$ cat config.mk
export PLATFORM = sky130hd
export DESIGN_NAME = ram_port_arbiter
export DESIGN_NICKNAME = d
export VERILOG_FILES = /design/src/rtl/ram_arb_pkg.sv /design/src/rtl/ram_port_arbiter_rr_arbiter.sv /design/src/rtl/ram_port_arbiter.sv
export SDC_FILE = /design/constraint.sdc
export NUM_CORES = 1
export LEC_CHECK = 0
export BUFFER_PORTS_ARGS = -buffer_cell sky130_fd_sc_hd__buf_4
export CORE_MARGIN = 2
export CORE_UTILIZATION = 41
export DETAILED_ROUTE_END_ITERATION = 7
export GPL_ROUTABILITY_DRIVEN = 0
export MAX_ROUTING_LAYER = met4
export PLACE_DENSITY = 0.87
export SLEW_MARGIN = 20
export SYNTH_ARGS = -nofsm -noshare
export SYNTH_HDL_FRONTEND = slang
export SYNTH_SLANG_ARGS = --single-unit
$ cat constraint.sdc
create_clock -name CLK -period 2.19 [get_ports CLK]
set_input_delay 0.3285 -clock CLK [delete_from_list [all_inputs] [get_ports CLK]]
set_output_delay 0.3285 -clock CLK [all_outputs]
set_load 0.02 [all_outputs]
$ cat src/rtl/ram_arb_pkg.sv
// Shared FSM encodings and sizing helper for the RAM port arbiter.
package ram_arb_pkg;

  localparam logic [0:0] ST_INIT = 1'b0;
  localparam logic [0:0] ST_RUN  = 1'b1;

  function automatic int clog2(input int n);
    int r;
    r = 0;
    while ((1 << r) < n) r++;
    return r;
  endfunction

endpackage

$ cat src/rtl/ram_port_arbiter_rr_arbiter.sv
// Round-robin pick: first asserted request at or after ptr, wrapping; purely combinational.
module rr_arbiter #(
  parameter int NREQ  = 2,
  parameter int IDX_W = 1
) (
  input  logic [NREQ-1:0]  req,
  input  logic [IDX_W-1:0] ptr,
  output logic [NREQ-1:0]  grant,
  output logic [IDX_W-1:0] idx,
  output logic             any
);

  always_comb begin
    logic [IDX_W-1:0] j;
    grant = '0;
    idx   = '0;
    any   = 1'b0;
    j     = '0;
    for (int k = 0; k < NREQ; k++) begin
      j = IDX_W'((int'(ptr) + k) % NREQ);
      if (!any && req[j]) begin
        any      = 1'b1;
        grant[j] = 1'b1;
        idx      = j;
      end
    end
  end

endmodule

$ cat src/rtl/ram_port_arbiter.sv
// Clears a single-port RAM after reset, then grants one requester per cycle round-robin.
// Responses are tagged and appear exactly one cycle after the grant; no response backpressure.
import ram_arb_pkg::*;

module ram_port_arbiter #(
  parameter int NREQ     = 2,
  parameter int RAM_SIZE = 3072,
  parameter int ADDR_W   = 12,
  parameter int DATA_W   = 16,
  localparam int ID_W    = (NREQ > 1) ? clog2(NREQ) : 1
) (
  input  logic                     CLK,
  input  logic                     RST,
  input  logic [NREQ-1:0]          REQ_VALID,
  output logic [NREQ-1:0]          REQ_READY,
  input  logic [NREQ-1:0]          REQ_WE,
  input  logic [NREQ*ADDR_W-1:0]   REQ_ADDR,
  input  logic [NREQ*DATA_W-1:0]   REQ_WDATA,
  output logic                     RSP_VALID,
  output logic [ID_W-1:0]          RSP_ID,
  output logic                     RSP_WR,
  output logic                     RSP_ERR,
  output logic [DATA_W-1:0]        RSP_DATA,
  output logic                     INIT_DONE,
  output logic                     RAM_RST_N,
  output logic                     RAM_RDEN,
  output logic                     RAM_WREN,
  output logic [ADDR_W-1:0]        RAM_ADDR,
  output logic [DATA_W-1:0]        RAM_WDATA,
  input  logic [DATA_W-1:0]        RAM_RDATA
);

  typedef struct packed {
    logic              valid;
    logic [ID_W-1:0]   id;
    logic              wr;
    logic              err;
    logic [DATA_W-1:0] data;
  } rsp_t;

  logic [0:0]        state;
  logic [ADDR_W-1:0] clr_cnt;
  logic [ID_W-1:0]   ptr;
  logic [NREQ-1:0]   grant;
  logic [ID_W-1:0]   gnt_idx;
  logic              gnt_any;

  logic              init_active, run, issue;
  logic              sel_we, sel_oor, ram_rd;
  logic [ADDR_W-1:0] sel_addr;
  logic [DATA_W-1:0] sel_wdata;

  logic              rsp_vld_q, rsp_wr_q, rsp_err_q, rsp_rd_q;
  logic [ID_W-1:0]   rsp_id_q;
  rsp_t              rsp;

  rr_arbiter #(.NREQ(NREQ), .IDX_W(ID_W)) u_rr (
    .req   (REQ_VALID),
    .ptr   (ptr),
    .grant (grant),
    .idx   (gnt_idx),
    .any   (gnt_any)
  );

  // Everything visible is held at its reset value while RST is high.
  assign init_active = (state == ST_INIT) && !RST;
  assign run         = (state == ST_RUN) && !RST;
  assign issue       = run && gnt_any;

  assign sel_we    = REQ_WE[gnt_idx];
  assign sel_addr  = REQ_ADDR[gnt_idx*ADDR_W +: ADDR_W];
  assign sel_wdata = REQ_WDATA[gnt_idx*DATA_W +: DATA_W];
  assign sel_oor   = ({1'b0, sel_addr} >= (ADDR_W+1)'(RAM_SIZE));
  assign ram_rd    = issue && !sel_we && !sel_oor;

  assign REQ_READY = issue ? grant : '0;
  assign INIT_DONE = run;
  assign RAM_RST_N = ~RST;
  assign RAM_RDEN  = ram_rd;
  assign RAM_WREN  = init_active || (issue && sel_we && !sel_oor);
  assign RAM_ADDR  = init_active ? clr_cnt : sel_addr;
  assign RAM_WDATA = init_active ? '0 : sel_wdata;

  // RAM read data lands in the response cycle, so the data field is muxed live.
  always_comb begin
    rsp       = '0;
    rsp.valid = rsp_vld_q && !RST;
    rsp.id    = RST ? '0 : rsp_id_q;
    rsp.wr    = rsp_wr_q && !RST;
    rsp.err   = rsp_err_q && !RST;
    rsp.data  = (rsp_rd_q && !RST) ? RAM_RDATA : '0;
  end

  assign RSP_VALID = rsp.valid;
  assign RSP_ID    = rsp.id;
  assign RSP_WR    = rsp.wr;
  assign RSP_ERR   = rsp.err;
  assign RSP_DATA  = rsp.data;

  always_ff @(posedge CLK) begin
    if (RST) begin
      state     <= ST_INIT;
      clr_cnt   <= '0;
      ptr       <= '0;
      rsp_vld_q <= 1'b0;
      rsp_id_q  <= '0;
      rsp_wr_q  <= 1'b0;
      rsp_err_q <= 1'b0;
      rsp_rd_q  <= 1'b0;
    end else begin
      rsp_vld_q <= issue;
      rsp_id_q  <= issue ? gnt_idx : '0;
      rsp_wr_q  <= issue && sel_we;
      rsp_err_q <= issue && sel_oor;
      rsp_rd_q  <= ram_rd;
      if (state == ST_INIT) begin
        clr_cnt <= clr_cnt + 1'b1;
        if (clr_cnt == ADDR_W'(RAM_SIZE - 1)) state <= ST_RUN;
      end else if (issue) begin
        ptr <= (gnt_idx == ID_W'(NREQ - 1)) ? '0 : gnt_idx + 1'b1;
      end
    end
  end

endmodule

* Word level (Yosys, flattened, before mapping)
Index checks and enable logic that the tools add are counted.
** Cells by class
- Add/sub/neg operators :: 3
- Multiply operators :: 1
- Magnitude comparators :: 6
- Equal/unequal tests :: 1
- Shift-type cells :: 2
- Muxes and demuxes :: 24
- Bitwise logic cells :: 4
- Reductions and logical operators :: 22
** Operator list (number)
- $mux 16 :: 2
- $shiftx 32x6->16 :: 1
- $shiftx 24x6->12 :: 1
- $mux 1 :: 16
- $logic_and 1x1->1 :: 15
- $add 12x1->12 const B :: 1
- $eq 12x12->1 const B :: 1
- $ge 12x12->1 const B :: 1
- $mux 12 :: 1
- $lt 1x2->1 const B :: 3
- $mux 2 :: 3
- $logic_not 1->1 :: 4
- $mul 1x2->3 const B :: 1
- $not 1->1 :: 3
- $add 1x1->1 const B :: 2
- $demux 1 s1 :: 2
- $ge 1x1->1 const B :: 2
- $or 2x2->2 :: 1
- $reduce_and 2->1 :: 1
- $reduce_or 2->1 :: 1
- $logic_or 1x1->1 :: 1
** Storage, ports and cells
- Bits in registers :: 19
- Word-level logic and storage cells :: 71

* Logic depth before layout (Yosys ltp)
Gate-level depths: netlist of the first run.
- Depth in word-level cells :: 12
- Gate-level depth with buffers :: 6

* Cells and area by module
Synthesis of the first run repeated with hierarchy kept, for this count alone.
** Second synthesis, totals
- Cell total of the unflattened synthesis :: 193
- Area, all modules :: 1476.4 µm²
** Modules (own cells, without submodules)
- ram_port_arbiter :: instances 1, cells each 188, area each 1443.9 µm², seq. area each 380.4 µm²
- rr_arbiter :: instances 1, cells each 5, area each 32.5 µm², seq. area each 0.0 µm²

* Worst setup path before layout of the first run
OpenSTA, ideal clock, no wires.
- Kind :: in2out
- Start point :: input port RST
- End point :: output port RAM_WREN
- Arrival time :: 1.382 ns
- Data required time :: 1.862 ns
- Slack :: 0.479 ns
- Stages :: 6
- Buffers on the path :: 1
- Path through :: buf_2 -> inv_2 -> nand2_1 -> inv_1 -> o21ai_2 -> o22ai_1
** On the way
- Longest elaborated chain between the ends :: 6
- Elaborated cells on any way between the ends :: 7
- Classes of those cells :: reduce/logical: 7
** RTL lines
- from (decl) :: RTL line ram_port_arbiter.sv:13 : input logic RST,
- $logic_not 1->1 :: RTL line ram_port_arbiter.sv:67 : assign run = (state == ST_RUN) && !RST;
- $logic_and 1x1->1 :: RTL line ram_port_arbiter.sv:67
- named net INIT_DONE :: RTL line ram_port_arbiter.sv:24 : output logic INIT_DONE,
- $logic_and 1x1->1 :: RTL line ram_port_arbiter.sv:68 : assign issue = run && gnt_any;
- $logic_and 1x1->1 (2 in a row) :: RTL line ram_port_arbiter.sv:80 : assign RAM_WREN = init_active || (issue && sel_we && !sel_oor);
- $logic_or 1x1->1 :: RTL line ram_port_arbiter.sv:80
- to (decl) :: RTL line ram_port_arbiter.sv:27 : output logic RAM_WREN,
The timed path passes the listed nets, and every way through them passes these cells.

* Worst setup path after layout of the first run
- Start point :: register ptr
- End point :: output port RAM_ADDR[11]
** On the way
- Longest elaborated chain between the ends :: 9
- Elaborated cells on any way between the ends :: 13
- Classes of those cells :: add/sub: 1; mul: 1; shift: 1; mux: 8; reduce/logical: 2
** RTL lines
- from (decl) :: RTL line ram_port_arbiter.sv:43 : logic [ID_W-1:0] ptr;
- from (signal assigned) :: RTL line ram_port_arbiter.sv:120 : ptr <= (gnt_idx == ID_W'(NREQ - 1)) ? '0 : gnt_idx + 1'b1;
- $mux 1 (implied by the code) (2 in a row) :: RTL line ram_port_arbiter_rr_arbiter.sv:21 : if (!any && req[j]) begin
- $mux 1 :: RTL line ram_port_arbiter_rr_arbiter.sv:21
- $logic_not 1->1 :: RTL line ram_port_arbiter_rr_arbiter.sv:21
- $logic_and 1x1->1 :: RTL line ram_port_arbiter_rr_arbiter.sv:21
- $mux 1 * :: RTL line ram_port_arbiter_rr_arbiter.sv:21
- $mul 1x2->3 * :: RTL line ram_port_arbiter.sv:71 : assign sel_addr = REQ_ADDR[gnt_idx*ADDR_W +: ADDR_W];
- $shiftx 24x6->12 * :: RTL line ram_port_arbiter.sv:71
- $mux 12 * :: RTL line ram_port_arbiter.sv:81 : assign RAM_ADDR = init_active ? clr_cnt : sel_addr;
- to (decl) :: RTL line ram_port_arbiter.sv:28 : output logic [ADDR_W-1:0] RAM_ADDR,
Every way passes the cells marked *; elsewhere a longest branch is shown, timed or not. The select of a mux whose other input is x is not followed.

==> flow_summary.toml, run 1 <==
[status]
status = "completed"

[sta]
fin_ws_ns = 0.209
clock_skew_ns = 0.00181
tns_ns = 0
setup_viol = 0
finalMaxSlewViolations = 0
relSlewSlack = 0.535
min_period_ns = 1.98
fin_crit_sh = 0.905
rsz0062_at_grt = "no"
hold_violations = 0
tightest_slew_ns = 0.696
clock.fmax_mhz = 505

[synthesis]
syn_nets = 295
ys_seq_area_frac = 0.250
synth-edff-count = 0
synth_top_area_cell = "dfxtp_1"
yosys_warnings = 0
synthXorXnorAreaFrac = 0.0577
synth_adder_area_share = 0.00824
async_flop_share = 0
synth_area_leaders = "dfxtp_1, nand2_1, mux2i_1"
synth_top_family_by_area = "simple AND/OR/NAND/NOR gates"
synth_seq_cells = 19
synth_top_area_frac = 0.250
muxShareOfSynthArea = 0.0857
synth_compound_area_frac = 0.133
yosys.area_share.simple = 0.400
ys.flop_type = "dfxtp_1"
synthCells = 216
ys_types = 37
synth_area_sq_mm = 0.00152
synth_area_per_cell_sq_um = 7.03

[cells_and_area]
antenna_cells_inserted = 0
drive_gt1_frac = 0.443
area_growth_pct = 68.8
fill_cells = 329
nNetsFinal = 421

[clocking]
post_cts_buffers = 0
cts.sinks = 19
cts_hold_buf = 0
cts_resized = 0
clockBufferDepth = 2
clk_latency_ns = 0.26
htree_levels = 1
cts_made_buffers = 3
tritoncts = "yes"
clk_pin_slew_ns = 0.07
root_buffer = "clkbuf_8"

[die]
coreArea_sq_mm = 0.00361
die_x_um = 64.9
die_h_um = 64.9
die-area_sq_mm = 0.00421
start_util = 0.421
rows = 22
pin_count = 132

[power_and_ir_drop]
power_frac_clock = 0.268
intPower_uw = 651
vdd_drop_max_v = 0.000199
powerDensity_mw_per_mm2 = 364
pwr-share-comb = 0.349
power.leakage_uw = 0.00132
swShare = 0.302
seqPwrFrac = 0.383
switchingPower_uw = 281

[global_route]
grt_pass1_wl_um = 7900
antenna_found_initial = 0
grt_max_degree = 41
grt_usage = 0.238
grt_pass1_vias = 1803
grt.overflow.total = 0

[worst_setup_path]
cp-start-kind = "flop"
cp_max_fo = 10
cp_data_required_time_ns = 1.86
crit_arrival_ns = 1.65
rr_worst_depth = 4
cp-end-kind = "output port"
crit_type = "reg -> out"

[placed_design]
place_hpwl_um = 4040
numPortBuffers = 131
post-place-ws_ns = 0.394

[routing]
dr.pass1.iters = 4
wl_per_cell_um = 12.8
vias_per_cell = 4.90
vias = 1908
wl_um = 4970
drtIter0Drc = 72
drt_drc_violations_left = 0
ant_nets = 0

[run]
cap_violations = 0

[worst_hold_path]
hold_depth = 3
hp-class = "in -> reg"
==> metal layers <==
layer | global-route usage | part of all wire | vias up
met2 | 0.451 | 0.53 | 82
li1 | - | - | 967
met3 | 0.0642 | 0.10 | 8
met4 | 0.0585 | 0.017 | 0
met5 | - | 0 | -
met1 | 0.239 | 0.35 | 851
==> synthesized netlist by cell type (2+ instances only) <==
| library cell | n |
|---|---|
| a21oi_1 | 22 |
| and2_1 | 17 |
| and4_1 | 2 |
| buf_2 | 5 |
| buf_4 | 2 |
| buf_6 | 2 |
| clkbuf_1 | 5 |
| dfxtp_1 | 19 |
| inv_1 | 3 |
| mux2i_1 | 13 |
| nand2_1 | 52 |
| nand3_1 | 6 |
| nand3b_1 | 3 |
| nand4b_1 | 2 |
| nor2_1 | 15 |
| nor2b_1 | 6 |
| nor3_2 | 2 |
| o21ai_0 | 4 |
| o21ai_1 | 10 |
| xnor2_1 | 6 |
| xor2_1 | 4 |
==> final timing paths <==
path / slack [ns] / start / endpoint
min: 0.34 / REQ_WE[1] / rsp_wr_q$_SDFF_PP0_
min reg2reg: 0.46 / ptr$_SDFFE_PP0P_ / ptr$_SDFFE_PP0P_
max reg2reg: 0.80 / clr_cnt[0]$_SDFFE_PP0N_ / clr_cnt[6]$_SDFFE_PP0N_
max: 0.21 / ptr$_SDFFE_PP0P_ / RAM_ADDR[11]
==> per-stage QoR <==
| stage | area (sq um) | power (uW) | util | instances | hold WS (ns) |
|---|---|---|---|---|---|
| floorplan | 1520 | 511 | - | 216 | 0.435 |
| global placement | 2520 | 687 | 0.698 | 385 | 0.442 |
| detailed placement | 2520 | 692 | 0.698 | 385 | 0.447 |
| CTS | 2560 | 934 | 0.711 | 389 | 0.345 |
| global route | 2560 | 984 | 0.711 | 389 | 0.340 |
| finish | 2560 | 932 | 0.711 | 389 | 0.340 |
==> placed cells by master, fill, tap and decap left out, types with 3 or more instances in the layout <==
master / n
buf_4: 136
nand2_1: 52
a21oi_1: 22
dfxtp_1: 19
and2_1: 17
nor2_1: 14
mux2i_1: 13
o21ai_1: 10
nor2b_1: 6
xnor2_1: 6
nand3_1: 6
o21ai_0: 4
xor2_1: 4
inv_1: 3
nand3b_1: 3
clkbuf_8: 3
==> sequential cells by signal, summed over array words and instances (netlist names) <==
name and cells:
clr_cnt 12, ptr 1, rsp_err_q 1, rsp_id_q 1
rsp_rd_q 1, rsp_vld_q 1, rsp_wr_q 1, state 1
==> final cells by class <==
type	instances	area, sq um	share of cell area
inverter	4	15.0	0.00586
multi-input combinational	178	1040	0.406
tap	48	60.1	0.0234
clock buffer	3	41.3	0.0161
clock inverter	1	5.00	0.00195
sequential	19	380	0.148
timing repair buffer	136	1020	0.398
==> worst max-delay path: stages, from the launching register on <==
cell,delay [ns]
dfxtp_1,0.34
nand2b_1,0.17
and2_1,0.24
buf_4,0.21
mux2i_1,0.19
o21ai_1,0.07
buf_4,0.17
==> power groups by stage <==
stage | sequential (uW) | combinational (uW) | clock [uW]
after floorplan | 362 | 149 | 0
after global placement | 365 | 322 | 0
after detailed placement | 365 | 327 | 0
after CTS | 357 | 327 | 249
after global routing | 358 | 352 | 274
final | 357 | 325 | 250
==> kinds of logic (layout without fill, tap and decap cells) <==
| family | Yosys count | count (layout) |
|---|---|---|
| fa+ha+maj | 1 | 1 |
| compound gates | 39 | 39 |
| mux | 13 | 13 |
| flops | 19 | 19 |
| xor+xnor | 10 | 10 |
| simple gates | 115 | 115 |
| buf+inv | 19 | 144 |
(Power assumes the default switching activity.)
==> run 2, diff against run 1 <==
--- a/config.mk
+++ b/config.mk
@@ -5,13 +5,14 @@
 export SDC_FILE = /design/constraint.sdc
 export NUM_CORES = 1
 export LEC_CHECK = 0
+export ABC_CLOCK_PERIOD_IN_PS = 2190
 export BUFFER_PORTS_ARGS = -buffer_cell sky130_fd_sc_hd__buf_4
 export CORE_MARGIN = 2
-export CORE_UTILIZATION = 41
+export CORE_UTILIZATION = 30
 export DETAILED_ROUTE_END_ITERATION = 7
 export GPL_ROUTABILITY_DRIVEN = 0
 export MAX_ROUTING_LAYER = met4
-export PLACE_DENSITY = 0.87
+export PLACE_DENSITY = 0.67
 export SLEW_MARGIN = 20
 export SYNTH_ARGS = -nofsm -noshare
 export SYNTH_HDL_FRONTEND = slang
==> flow_summary.toml, run 2 (synthesis gave the netlist of run 1 again) <==
[worst_setup_path]
crit_arrival_ns = 1.65
rr_worst_depth = 4
cp-start-kind = "flop"
cp_max_fo = 27
cp_data_required_time_ns = 1.86
crit_type = "reg -> out"
cp-end-kind = "output port"

[die]
die-area_sq_mm = 0.00565
die_x_um = 75.2
die_h_um = 75.2
coreArea_sq_mm = 0.00482
rows = 25
start_util = 0.315
pin_count = 132

[clocking]
cts_hold_buf = 0
root_buffer = "clkbuf_8"
post_cts_buffers = 0
cts.sinks = 19
htree_levels = 1
clockBufferDepth = 2
tritoncts = "yes"
clk_pin_slew_ns = 0.07
cts_made_buffers = 3
cts_resized = 0
clk_latency_ns = 0.26

[power_and_ir_drop]
powerDensity_mw_per_mm2 = 359
intPower_uw = 652
switchingPower_uw = 278
p_total_uw = 930
vdd_drop_max_v = 0.000217
power_frac_clock = 0.267
power.leakage_uw = 0.00132
swShare = 0.299
seqPwrFrac = 0.384
pwr-share-comb = 0.349

[placed_design]
numPortBuffers = 131
place_hpwl_um = 3810
place_area_sq_mm = 0.00255

[cells_and_area]
fill_cells = 504
final_common_cell = "buf_4"
area_growth_pct = 70.7
antenna_cells_inserted = 0
final_cell_area_sq_mm = 0.00259
nNetsFinal = 420
largest_register_ffs = 12
layout_common_cells = "buf_4, nand2_1, a21oi_1"
final_util = 0.538
drive_gt1_frac = 0.441
max_flop_register = "clr_cnt"

[routing]
ant_nets = 0
drtIter0Drc = 84
wl_per_cell_um = 11.8
vias_per_cell = 4.58
drt_drc_violations_left = 0
wl_um = 4780
vias = 1863
dr.pass1.iters = 4

[sta]
relSlewSlack = 0.563
setup_viol = 0
tightest_slew_ns = 0.655
whs_ns = 0.336
hold_violations = 0
clock_skew_ns = 0.00395
clock.fmax_mhz = 505
fin_crit_sh = 0.904
rsz0062_at_grt = "no"
min_period_ns = 1.98
tns_ns = 0
finalMaxSlewViolations = 0

[worst_hold_path]
hp-class = "in -> reg"
hold_depth = 3

[run]
cap_violations = 0

[global_route]
antenna_found_initial = 0
grt.overflow.total = 0
grt_pass1_wl_um = 7270
grt_pass1_vias = 1578
grt_usage = 0.166
grt_max_degree = 41

[status]
status = "completed"
==> run 2: cell count changes in the layout (fill, tap and decap cells not counted) <==
cell    delta
buf_12     +1
buf_4      -2
==> run 2: worst max-delay path, cell delays in order (launching register included) <==
cell	delay, ns
dfxtp_1	0.32
nand2b_1	0.17
nand2_2	0.21
buf_12	0.21
mux2i_1	0.22
o21ai_1	0.08
buf_4	0.17
==> run 2: area by class of cell <==
class,count,area (sq um),area share
multi-input cells,178,1040,0.402
repair buffers,135,1030,0.396
flip-flops and latches,19,380,0.147
well taps,67,83.8,0.0323
clock buffers,3,41.3,0.0159
inverters,4,15.0,0.00579
clock inverters,1,5.00,0.00193
==> run 2: through the flow <==
step / worst slack, ns / std cells
6_report: 0.210 / 407
5_1_grt: 0.0897 / 407
4_1_cts: 0.175 / 407
3_5_place_dp: 0.377 / 403
3_3_place_gp: 0.382 / 403
2_1_floorplan: 0.479 / 216
==> run 2: worst paths after layout <==
check	slack [ns]	start	end
max	0.21	ptr$_SDFFE_PP0P_	RAM_ADDR[10]
min	0.34	REQ_WE[1]	rsp_wr_q$_SDFF_PP0_
max reg2reg	0.81	clr_cnt[0]$_SDFFE_PP0N_	clr_cnt[6]$_SDFFE_PP0N_
min reg2reg	0.46	ptr$_SDFFE_PP0P_	ptr$_SDFFE_PP0P_
==> run 2: per-layer routing <==
layer | vias up | track usage | part of all wire
li1 | 967 | - | -
met1 | 820 | 0.190 | 0.41
met2 | 72 | 0.294 | 0.49
met3 | 4 | 0.0455 | 0.098
met4 | 0 | 0.0273 | 0.0036
met5 | - | - | 0
==> run 2: power groups by stage <==
| stage | clock network, uW | registers [uW] | logic, uW |
|---|---|---|---|
| 6_report | 248 | 358 | 325 |
| 2_1_floorplan | 0 | 362 | 149 |
| 3_5_place_dp | 0 | 366 | 328 |
| 5_1_grt | 279 | 359 | 352 |
| 4_1_cts | 266 | 357 | 329 |
| 3_3_place_gp | 0 | 365 | 325 |
==> run 3, diff against run 2 <==
--- a/config.mk
+++ b/config.mk
@@ -8,11 +8,11 @@
 export ABC_CLOCK_PERIOD_IN_PS = 2190
 export BUFFER_PORTS_ARGS = -buffer_cell sky130_fd_sc_hd__buf_4
 export CORE_MARGIN = 2
-export CORE_UTILIZATION = 30
+export CORE_UTILIZATION = 28
 export DETAILED_ROUTE_END_ITERATION = 7
 export GPL_ROUTABILITY_DRIVEN = 0
 export MAX_ROUTING_LAYER = met4
-export PLACE_DENSITY = 0.67
+export PLACE_DENSITY = 0.63
 export SLEW_MARGIN = 20
 export SYNTH_ARGS = -nofsm -noshare
 export SYNTH_HDL_FRONTEND = slang
==> flow_summary.toml, run 3 (synthesis gave the netlist of run 1 again) <==
[routing]
ant_nets = 0
wl_um = 5000
drtIter0Drc = 51
vias = 1834
wl_per_cell_um = 12.2
dr.pass1.iters = 4
drt_drc_violations_left = 0
vias_per_cell = 4.48

[cells_and_area]
max_flop_register = "clr_cnt"
drive_gt1_frac = 0.440
layout_common_cells = "buf_4, nand2_1, a21oi_1"
final_common_cell = "buf_4"
nNetsFinal = 419
antenna_cells_inserted = 0
area_growth_pct = 71.3
largest_register_ffs = 12
fill_cells = 533

[worst_setup_path]
cp_data_required_time_ns = 1.86
cp-start-kind = "flop"
cp_max_fo = 24
crit_arrival_ns = 1.66
cp-end-kind = "output port"
crit_type = "reg -> out"

[sta]
rsz0062_at_grt = "no"
fin_ws_ns = 0.203
finalMaxSlewViolations = 0
clock.fmax_mhz = 503
setup_viol = 0
tightest_slew_ns = 0.702
relSlewSlack = 0.531
tns_ns = 0
whs_ns = 0.345
clock_skew_ns = 0.00248
fin_crit_sh = 0.907
hold_violations = 0
min_period_ns = 1.99

[power_and_ir_drop]
powerDensity_mw_per_mm2 = 357
switchingPower_uw = 275
intPower_uw = 653
power_frac_clock = 0.261
vdd_drop_max_v = 0.000207
power.leakage_uw = 0.00132
seqPwrFrac = 0.386
swShare = 0.296
pwr-share-comb = 0.353

[clocking]
post_cts_buffers = 0
cts_hold_buf = 0
cts_made_buffers = 3
clk_pin_slew_ns = 0.07
tritoncts = "yes"
root_buffer = "clkbuf_8"
cts.sinks = 19
clockBufferDepth = 2
clk_latency_ns = 0.25
htree_levels = 1
cts_resized = 0

[global_route]
grt_usage = 0.163
groute.layer.met2.usage = 0.276
grt_busiest_layer = "met2"
grt_use_met1 = 0.201
grt_use_met3 = 0.0337
grt.overflow.total = 0
antenna_found_initial = 0
grt_pass1_wl_um = 8100
grt_pass1_vias = 1699
grt_max_degree = 39

[die]
die_x_um = 77.7
die-area_sq_mm = 0.00603
die_h_um = 77.7
pin_count = 132
rows = 26
start_util = 0.294
coreArea_sq_mm = 0.00517

[status]
status = "completed"

[placed_design]
post-place-ws_ns = 0.375
place_hpwl_um = 3930
numPortBuffers = 131

[worst_hold_path]
hp-class = "in -> reg"

[run]
cap_violations = 0
-- run 3: changes by cell type in the layout (fill, tap and decap cells not counted) --
| cell | delta |
|---|---|
| buf_4 | -2 |
| buf_12 | +1 |
-- run 3: path summary, 6_finish.rpt --
| path | cells after the start | startpoint | slack, ns | to |
|---|---|---|---|---|
| worst min-delay path | 3 | REQ_WE[1] | 0.34 | rsp_wr_q$_SDFF_PP0_ |
| worst max register to register | 4 | clr_cnt[0]$_SDFFE_PP0N_ | 0.79 | clr_cnt[6]$_SDFFE_PP0N_ |
| worst min register to register | 2 | ptr$_SDFFE_PP0P_ | 0.46 | ptr$_SDFFE_PP0P_ |
| worst max-delay path | 6 | ptr$_SDFFE_PP0P_ | 0.20 | RAM_ADDR[10] |
-- run 3: per-layer routing --
layer / wire length (um) / vias up
met5: 0 / -
met4: 47 / 0
met3: 462 / 4
met2: 2270 / 79
met1: 2230 / 789
li1: - / 962
-- run 3: stage by stage --
| stage | utilization | instances | cell area [sq um] | total power (uW) |
|---|---|---|---|---|
| floorplan | - | 216 | 1520 | 511 |
| global placement | 0.494 | 405 | 2550 | 692 |
| detailed placement | 0.494 | 405 | 2550 | 696 |
| CTS | 0.503 | 409 | 2600 | 938 |
| global route | 0.503 | 409 | 2600 | 978 |
| finish | 0.503 | 409 | 2600 | 928 |
-- run 3: cell type report --
class / instances / area [sq um] / share of cell area
sequential: 19 / 380 / 0.146
timing repair buffer: 134 / 1030 / 0.396
clock inverter: 1 / 5.00 / 0.00192
inverter: 4 / 15.0 / 0.00577
multi-input combinational: 178 / 1040 / 0.400
clock buffer: 3 / 41.3 / 0.0159
tap: 70 / 87.6 / 0.0337
-- run 3: critical path, cell delays in order (launching register included) --
cell and delay, ns:
dfxtp_1 0.31, nand2b_1 0.18, nand2_2 0.26, buf_12 0.21, mux2i_1 0.20, o21ai_1 0.07
buf_4 0.16
-- run 3: power groups by stage --
stage / Combinational (uW) / Sequential, uW / Clock, uW
2_1_floorplan: 149 / 362 / 0
4_1_cts: 330 / 358 / 249
3_3_place_gp: 326 / 366 / 0
3_5_place_dp: 329 / 366 / 0
5_1_grt: 355 / 359 / 264
6_report: 328 / 358 / 242
